--- config.mk ---
export PLATFORM = sky130hd
export DESIGN_NAME = m_axi_reg_seq
export DESIGN_NICKNAME = d
export VERILOG_FILES = /design/src/rtl/m_axi_reg_pkg.sv /design/src/rtl/m_axi_phase_timer.sv /design/src/rtl/m_axi_reg_seq.sv
export SDC_FILE = /design/constraint.sdc
export NUM_CORES = 1
export LEC_CHECK = 0
export CAP_MARGIN = 20
export CORE_UTILIZATION = 45
export CTS_BUF_LIST = sky130_fd_sc_hd__clkbuf_4 sky130_fd_sc_hd__clkbuf_8 sky130_fd_sc_hd__clkbuf_16
export DETAILED_ROUTE_END_ITERATION = 8
export PLACE_DENSITY_LB_ADDON = 0.12
export SLEW_MARGIN = 15
export SYNTH_ARGS = -nofsm -noshare
export SYNTH_HDL_FRONTEND = slang
export SYNTH_SLANG_ARGS = --single-unit
--- constraint.sdc ---
create_clock -name clk -period 2.96 [get_ports clk]
set_input_delay 0.592 -clock clk [delete_from_list [all_inputs] [get_ports clk]]
set_output_delay 0.592 -clock clk [all_outputs]
set_load 0.03 [all_outputs]
--- src/rtl/m_axi_reg_pkg.sv ---
// Shared types and AXI constants for the register-bank sequencer.
package m_axi_reg_pkg;

    typedef enum logic [2:0] {
        S_IDLE,
        S_WR_ADDR_DATA,
        S_WR_RESP,
        S_RD_ADDR,
        S_RD_DATA,
        S_DONE
    } state_t;

    localparam logic [1:0] RESP_OKAY = 2'b00;
    localparam logic [3:0] AXI_ID    = 4'h0;
    localparam logic [3:0] WSTRB_ALL = 4'hF;

endpackage

--- src/rtl/m_axi_phase_timer.sv ---
// Per-phase watchdog: counts cycles since the last restart and saturates
// at LIMIT, flagging expiry while saturated.
module m_axi_phase_timer #(
    parameter int unsigned LIMIT = 255
) (
    input  logic clk,
    input  logic areset,
    input  logic restart,
    output logic expired
);

    localparam int unsigned CW = (LIMIT < 2) ? 1 : $clog2(LIMIT + 1);

    logic [CW-1:0] cnt;

    assign expired = (cnt == CW'(LIMIT));

    // Restart wins; otherwise count up and hold at the limit.
    always_ff @(posedge clk or negedge areset) begin
        if (!areset)      cnt <= '0;
        else if (restart) cnt <= '0;
        else if (!expired) cnt <= cnt + 1'b1;
    end

endmodule

--- src/rtl/m_axi_reg_seq.sv ---
// AXI master sequencer: writes a counter pattern into the downstream
// register bank one transaction at a time, reads back the bank's XOR
// register and compares it with a locally accumulated XOR.
module m_axi_reg_seq
    import m_axi_reg_pkg::*;
#(
    parameter int DATA_WIDTH = 32,
    parameter int ADDR_WIDTH = 32,
    parameter int NUM_WORDS  = 8,
    parameter int CRC_ADDR   = 8,
    parameter int TIMEOUT    = 255
) (
    input  logic                  clk,
    input  logic                  areset,
    input  logic                  start_i,
    input  logic [DATA_WIDTH-1:0] seed_i,
    output logic                  busy_o,
    output logic                  done_o,
    output logic [DATA_WIDTH-1:0] crc_o,
    output logic                  match_o,
    output logic                  err_o,
    output logic [3:0]            awid_o,
    output logic [ADDR_WIDTH-1:0] awaddr_o,
    output logic                  awvalid_o,
    input  logic                  awready_i,
    output logic [3:0]            wid_o,
    output logic [DATA_WIDTH-1:0] wdata_o,
    output logic [3:0]            wstrb_o,
    output logic                  wlast_o,
    output logic                  wvalid_o,
    input  logic                  wready_i,
    input  logic [3:0]            bid_i,
    input  logic [1:0]            bresp_i,
    input  logic                  bvalid_i,
    output logic                  bready_o,
    output logic [3:0]            arid_o,
    output logic [ADDR_WIDTH-1:0] araddr_o,
    output logic                  arvalid_o,
    input  logic                  arready_i,
    input  logic [3:0]            rid_i,
    input  logic [DATA_WIDTH-1:0] rdata_i,
    input  logic                  rlast_i,
    input  logic                  rvalid_i,
    output logic                  rready_o
);

    state_t                state_q, state_d;
    logic [DATA_WIDTH-1:0] seed_q, acc_q, crc_q;
    logic [ADDR_WIDTH-1:0] idx_q;
    logic                  awvalid_q, wvalid_q, arvalid_q;
    logic                  aw_done_q, w_done_q;
    logic                  err_q, match_q;
    logic                  aw_hs, w_hs, ar_hs, wr_fire, idx_last;
    logic                  abort, expired;

    // IDs, response IDs and rlast carry no information for a single-beat,
    // single-ID master.
    logic unused_inputs;
    assign unused_inputs = &{1'b0, bid_i, rid_i, rlast_i};

    assign aw_hs    = awvalid_q && awready_i;
    assign w_hs     = wvalid_q && wready_i;
    assign ar_hs    = arvalid_q && arready_i;
    assign wr_fire  = (aw_done_q || aw_hs) && (w_done_q || w_hs);
    assign idx_last = (idx_q == ADDR_WIDTH'(NUM_WORDS - 1));

    m_axi_phase_timer #(.LIMIT(TIMEOUT)) u_timer (
        .clk     (clk),
        .areset  (areset),
        .restart (state_d != state_q),
        .expired (expired)
    );

    // State register.
    always_ff @(posedge clk or negedge areset) begin
        if (!areset) state_q <= S_IDLE;
        else         state_q <= state_d;
    end

    // Next state; phase completion takes precedence over a coincident expiry.
    always_comb begin
        state_d = state_q;
        abort   = 1'b0;
        case (state_q)
            S_IDLE:         if (start_i) state_d = S_WR_ADDR_DATA;
            S_WR_ADDR_DATA: if (wr_fire) state_d = S_WR_RESP;
                            else if (expired) begin state_d = S_DONE; abort = 1'b1; end
            S_WR_RESP:      if (bvalid_i) state_d = idx_last ? S_RD_ADDR : S_WR_ADDR_DATA;
                            else if (expired) begin state_d = S_DONE; abort = 1'b1; end
            S_RD_ADDR:      if (ar_hs) state_d = S_RD_DATA;
                            else if (expired) begin state_d = S_DONE; abort = 1'b1; end
            S_RD_DATA:      if (rvalid_i) state_d = S_DONE;
                            else if (expired) begin state_d = S_DONE; abort = 1'b1; end
            S_DONE:         state_d = S_IDLE;
            default:        state_d = S_IDLE;
        endcase
    end

    // Datapath: valids, write index, XOR accumulator and run status.
    always_ff @(posedge clk or negedge areset) begin
        if (!areset) begin
            seed_q    <= '0;
            acc_q     <= '0;
            crc_q     <= '0;
            idx_q     <= '0;
            awvalid_q <= 1'b0;
            wvalid_q  <= 1'b0;
            arvalid_q <= 1'b0;
            aw_done_q <= 1'b0;
            w_done_q  <= 1'b0;
            err_q     <= 1'b0;
            match_q   <= 1'b0;
        end else begin
            if (abort) begin
                awvalid_q <= 1'b0;
                wvalid_q  <= 1'b0;
                arvalid_q <= 1'b0;
                err_q     <= 1'b1;
                match_q   <= 1'b0;
            end else begin
                case (state_q)
                    S_IDLE: if (start_i) begin
                        seed_q    <= seed_i;
                        idx_q     <= '0;
                        acc_q     <= '0;
                        err_q     <= 1'b0;
                        match_q   <= 1'b0;
                        awvalid_q <= 1'b1;
                        wvalid_q  <= 1'b1;
                        aw_done_q <= 1'b0;
                        w_done_q  <= 1'b0;
                    end
                    S_WR_ADDR_DATA: begin
                        if (aw_hs) begin awvalid_q <= 1'b0; aw_done_q <= 1'b1; end
                        if (w_hs)  begin wvalid_q  <= 1'b0; w_done_q  <= 1'b1; end
                        if (wr_fire) acc_q <= acc_q ^ wdata_o;
                    end
                    S_WR_RESP: if (bvalid_i) begin
                        if (bresp_i != RESP_OKAY) err_q <= 1'b1;
                        idx_q <= idx_q + 1'b1;
                        if (idx_last) begin
                            arvalid_q <= 1'b1;
                        end else begin
                            awvalid_q <= 1'b1;
                            wvalid_q  <= 1'b1;
                            aw_done_q <= 1'b0;
                            w_done_q  <= 1'b0;
                        end
                    end
                    S_RD_ADDR: if (ar_hs) arvalid_q <= 1'b0;
                    S_RD_DATA: if (rvalid_i) begin
                        crc_q   <= rdata_i;
                        match_q <= (rdata_i == acc_q);
                    end
                    default: ;
                endcase
            end
        end
    end

    assign busy_o    = (state_q != S_IDLE);
    assign done_o    = (state_q == S_DONE);
    assign crc_o     = crc_q;
    assign match_o   = match_q;
    assign err_o     = err_q;

    assign awid_o    = AXI_ID;
    assign awaddr_o  = idx_q;
    assign awvalid_o = awvalid_q;
    assign wid_o     = AXI_ID;
    assign wdata_o   = seed_q + DATA_WIDTH'(idx_q);
    assign wstrb_o   = WSTRB_ALL;
    assign wlast_o   = 1'b1;
    assign wvalid_o  = wvalid_q;
    assign bready_o  = (state_q == S_WR_RESP);
    assign arid_o    = AXI_ID;
    assign araddr_o  = (state_q == S_RD_ADDR) ? ADDR_WIDTH'(CRC_ADDR) : '0;
    assign arvalid_o = arvalid_q;
    assign rready_o  = (state_q == S_RD_DATA);

endmodule

Yosys cells after proc, flatten, opt, wreduce, memory -nomap -nowiden
Cells that the tools add are included.

RAM bits: 0. Memories: 0. Input port bits: 83. Word-level logic and storage cells: 120. Latch bits: 0. Output and inout bits: 154. Bits in registers: 146. Memory bits (read-only): 0.

$lt $le $gt $ge: 0. Multiply operators: 0. Bitwise operators: 2. Divide/modulo/power cells: 0. Mux-type cells: 50. Shifts and indexed selects: 0. Reduce and logical (&&, ||, !) cells: 27. $add $sub $neg: 3. Equality and inequality tests: 25.

Operators by type and width (number): $pmux W32 S2 (2); $mux W32 (3); $add A32 B1 Y32 const B (1); $add A32 B32 Y32 (1); $eq A32 B3 Y1 const B (1); $eq A32 B32 Y1 (1); $xor A32 B32 Y32 (1); $mux W1 (26); $mux W3 (6); $mux W8 (2); $reduce_and A4 Y1 (4); $pmux W3 S5 (1); $reduce_bool A3 Y1 (5); $ne A2 B2 Y1 const B (6); $ne A3 B3 Y1 const B (4); $pmux W1 S3 (4); $reduce_and A6 Y1 (2); $reduce_and A5 Y1 (2); $ne A3 B2 Y1 const B (3); $reduce_and A3 Y1 (3); $add A8 B1 Y8 const B (1); $eq A8 B8 Y1 const B (1); $eq A3 B2 Y1 const B (2); $eq A3 B3 Y1 const B (2); 14 further kinds (23).

Longest topological paths before layout
Depth in word-level cells: 7. Gate-level depth with buffers: 11. Gate-level depth less buffers: 11.

Cells and area by module
Synthesis repeated with hierarchy kept, for this count alone.

Cell total of the unflattened synthesis: 970. Area, all modules: 8858.5 um^2.

Modules (own cells, without submodules): m_axi_reg_seq (seq. area each 3453.3 um^2, cells an instance 922, instances 1, area an instance 8400.6 um^2); m_axi_phase_timer (seq. area each 200.2 um^2, cells an instance 48, instances 1, area an instance 457.9 um^2).

Worst setup path after synthesis
OpenSTA, ideal clock, no wires.

Kind: reg-to-output. Start: reg idx_q[0] (netlist: awaddr_o[0]). End: out wdata_o[30]. Data arrival time: 2.969 ns. Data required time: 2.368 ns. Slack: -0.601 ns. Buffers on the path: 0. Cell stages (with the launch flop): 11. Path through: dfrtp_1 > ha_1 > fa_1 > a21o_1 > a41oi_2 > a211oi_2 > o2111ai_1 > nand2_2 > a41o_2 > a221oi_4 > xnor2_1.

Longest elaborated chain between the ends: 1.

RTL lines: start: declaration (line m_axi_reg_seq.sv:49) `logic [ADDR_WIDTH-1:0] idx_q;`; start signal: assignment (line m_axi_reg_seq.sv:140) `idx_q <= idx_q + 1'b1;`; $add A32 B32 Y32 (line m_axi_reg_seq.sv:171) `assign wdata_o = seed_q + DATA_WIDTH'(idx_q);`; end: declaration (line m_axi_reg_seq.sv:27) `output logic [DATA_WIDTH-1:0] wdata_o,`.

No other way between the ends.

Worst setup path in the final report
Start: reg seed_q[0]. End: out wdata_o[30].

Longest elaborated chain between the ends: 1.

RTL lines: start: declaration (line m_axi_reg_seq.sv:48) `logic [DATA_WIDTH-1:0] seed_q, acc_q, crc_q;`; start signal: assignment (line m_axi_reg_seq.sv:123) `seed_q <= seed_i;`; $add A32 B32 Y32 (line m_axi_reg_seq.sv:171).

No other way between the ends.

==> impl_metrics.json <==
{
  "power_uw": 11900,
  "regArea_mm2": 0.00367,
  "slew_headroom_pct": 47.8,
  "drive_gt1_share_pct": 31.5,
  "synth_top_family_by_area": "simple AND/OR/NAND/NOR gates",
  "whs_ps": 119,
  "cp_max_fo": 2,
  "rsz0062_at_grt": "yes",
  "rr_endpoint": "acc_q[30]",
  "violations": "setup timing",
  "synth.most_common_cell": "nand2_1",
  "syn_avg_cell_area_um2": 9.17,
  "clock-root-buffer": "clkbuf_16",
  "grt_max_degree": 63,
  "firstDrtPassIters": 5,
  "synth.mux.area_fraction_pct": 4.87,
  "ys.warnings.count": 0,
  "synth_top_cell_area_share_pct": 41.3,
  "wirelength_mm": 26.5,
  "wl_per_cell_um": 16.6,
  "n_fill_cell": 1384,
  "clk_latency_ps": 420,
  "p_leak_uw": 0.00646,
  "cpPeakStageDelay_ps": 410,
  "final_cells": 1595,
  "multi_input_area_mm2": 0.00561,
  "setup_viol": 32,
  "synth-edff-count": 0,
  "timing.final.hold_violations": 0,
  "path_buf_inv": 2,
  "antenna_found_initial": 0,
  "final_max_slew_viol_count": 0,
  "synth_xor_area_share_pct": 10.4,
  "crit_top_cell": "buf_6",
  "path_cells": "ha_4, fa_2, a21o_1, a41oi_2, a211oi_4, o2111ai_2, nand2_2, buf_6, a41o_4, a221oi_4, xnor2_4, buf_6",
  "synthSimpleGateAreaFrac_pct": 20.3,
  "rrSetupSlack_ps": -300,
  "synthTopCellsByArea": "dfrtp_1 (41%), nand2_1 (7.2%), xor2_1 (6.7%)",
  "rows": 50,
  "cts_max_level": 4,
  "floorplan.initialDensity_pct": 46.6,
  "fin_ws_ps": -957,
  "cts_buffer_depth": 2,
  "dieArea_mm2": 0.0202,
  "ys_seq_area_share_pct": 41.3,
  "status": "finished, violations left",
  "critPathLaunchType": "flop",
  "synthAdderAreaFrac_pct": 4.90,
  "period_needed_ps": 3920,
  "synth_top_area_cell": "dfrtp_1",
  "synth_compound_area_share_pct": 12.0,
  "synthDistinctLibCells": 64,
  "core_area_mm2": 0.0190,
  "post-place-cells": 1526,
  "hp-class": "in2async",
  "numPortBuffers": 179,
  "clk_transition_reported_paths_ps": 60,
  "startpoint": "seed_q[0]",
  "syn-instance-count": 964,
  "drt_iter0_drc": 449,
  "place_ws_ps": -579,
  "vdd_drop_max_uv": 465,
  "hpwl_mm": 19.3,
  "die_y_um": 142,
  "max_freq_mhz": 255,
  "critical_path_class": "reg2out",
  "max_slew.worst_pin.slew_ps": 774,
  "place.gp.congestion": 0.883,
  "synth-seq-cells": 146,
  "grt_pass1_vias": 7879,
  "nets": 1440,
  "die_w_um": 142,
  "power_density_mw_per_mm2": 864,
  "rr_worst_depth": 13,
  "fin_skew_ps": 8.84,
  "maxCapViolations": 0,
  "vias_per_cell": 5.09,
  "area_growth_pct": 55.4,
  "cts_tree": "yes",
  "grt_pass1_wl_mm": 40.5,
  "r2r_start": "seed_q[0]",
  "crit_required_ps": 2370,
  "synthTopCellsByCount": "nand2_1 (170), dfrtp_1 (146), nor2_1 (83)",
  "cts_buffers": 17,
  "end_kind": "output port",
  "drc": 0,
  "period_share_pct": 132,
  "async_reset_ff_share_pct": 100,
  "worst-endpoint-arrival_ps": 3330,
  "antenna_cells_inserted": 0,
  "numClockSinks": 146,
  "netlist_area_mm2": 0.00884,
  "ant_nets": 0,
  "grt_usage_pct": 26.2,
  "crit_family": "compound AO/OA/AOI/OAI gates",
  "io_pins": 237,
  "vias": 8123,
  "grt-ovfl-total": 0,
  "synth_flop_cell": "dfrtp_1",
  "cp_slowest_cell": "dfrtp_1"
}
[per-layer routing]
layer | GRT usage (%) | up-vias | share of wire (%)
li1 | - | 3928 | -
met1 | 34.1 | 3870 | 44
met2 | 42.6 | 280 | 49
met3 | 5.52 | 45 | 5.1
met4 | 10.1 | 0 | 2.6
met5 | 0 | - | 0
[repair_timing]
action | CTS | global route
hold buffers | 0 | 0
pin swaps | 59 | 57
setup buffers | 28 | 25
gates resized for setup | 83 | 65
setup endpoints to repair | 32 | 38
cloned | 0 | 0
[cell usage in the layout, fill, tap and decap left out, drive strengths merged, types with 6 or more instances in the layout]
| cell type | n |
|---|---|
| buf | 222 |
| nand2 | 171 |
| clkdlybuf4s50 | 148 |
| dfrtp | 146 |
| nor2 | 83 |
| xor2 | 68 |
| a21oi | 49 |
| conb | 48 |
| o21ai | 42 |
| xnor2 | 37 |
| nand3 | 33 |
| ha | 33 |
| mux2 | 32 |
| clkbuf | 23 |
| a21o | 19 |
| and3 | 17 |
| inv | 17 |
| nor4 | 15 |
| or3 | 13 |
| and2 | 13 |
| nand4 | 12 |
| nor3 | 10 |
| mux2i | 7 |
| o211ai | 7 |
| nand2b | 6 |
| a31oi | 6 |
[cells by family after synthesis]
group	count (synthesis)
compound gates	156
xor+xnor	105
fa+ha+maj	34
buf+inv	94
flops	146
mux	39
other cells	2
simple gates	388
[cell type report]
cell class              count  share of cell area [%]
clock buffers              23                    3.52
clock inverters             8                    1.11
inverters                  16                   0.437
multi-input cells         770                    40.9
flip-flops and latches    146                    26.8
well taps                 260                    2.37
repair buffers            372                    25.0
[worst max-delay path by stage]
stage,to,cells after the start
after floorplan,wdata_o[30],10
after global placement,wdata_o[24],11
after detailed placement,wdata_o[24],11
after CTS,wdata_o[30],12
after global routing,wdata_o[30],12
final,wdata_o[30],12
[state kept, by name, indices dropped and copies added, names as in the netlist]
signal / count
seed_q: 32
match_o: 1
awvalid_o: 1
u_timer.cnt: 8
awaddr_o: 32
acc_q: 32
crc_o: 32
err_o: 1
wvalid_o: 1
state_q: 3
w_done_q: 1
arvalid_o: 1
aw_done_q: 1
[power by group]
group | switching [uW] | internal (uW)
logic | 3410 | 2920
clock network | 838 | 1490
registers | 543 | 2660
total | 4790 | 7080
[per-stage QoR]
stage / area (um2) / utilization, % / TNS (ps)
2_1_floorplan: 9310 / - / -476
3_3_place_gp: 12200 / 64.2 / -4440
3_5_place_dp: 12200 / 64.2 / -4600
4_1_cts: 13300 / 70.2 / -11730
5_1_grt: 13700 / 72.4 / -15820
6_report: 13700 / 72.4 / -12320
Power figures use the tool's default switching activity.
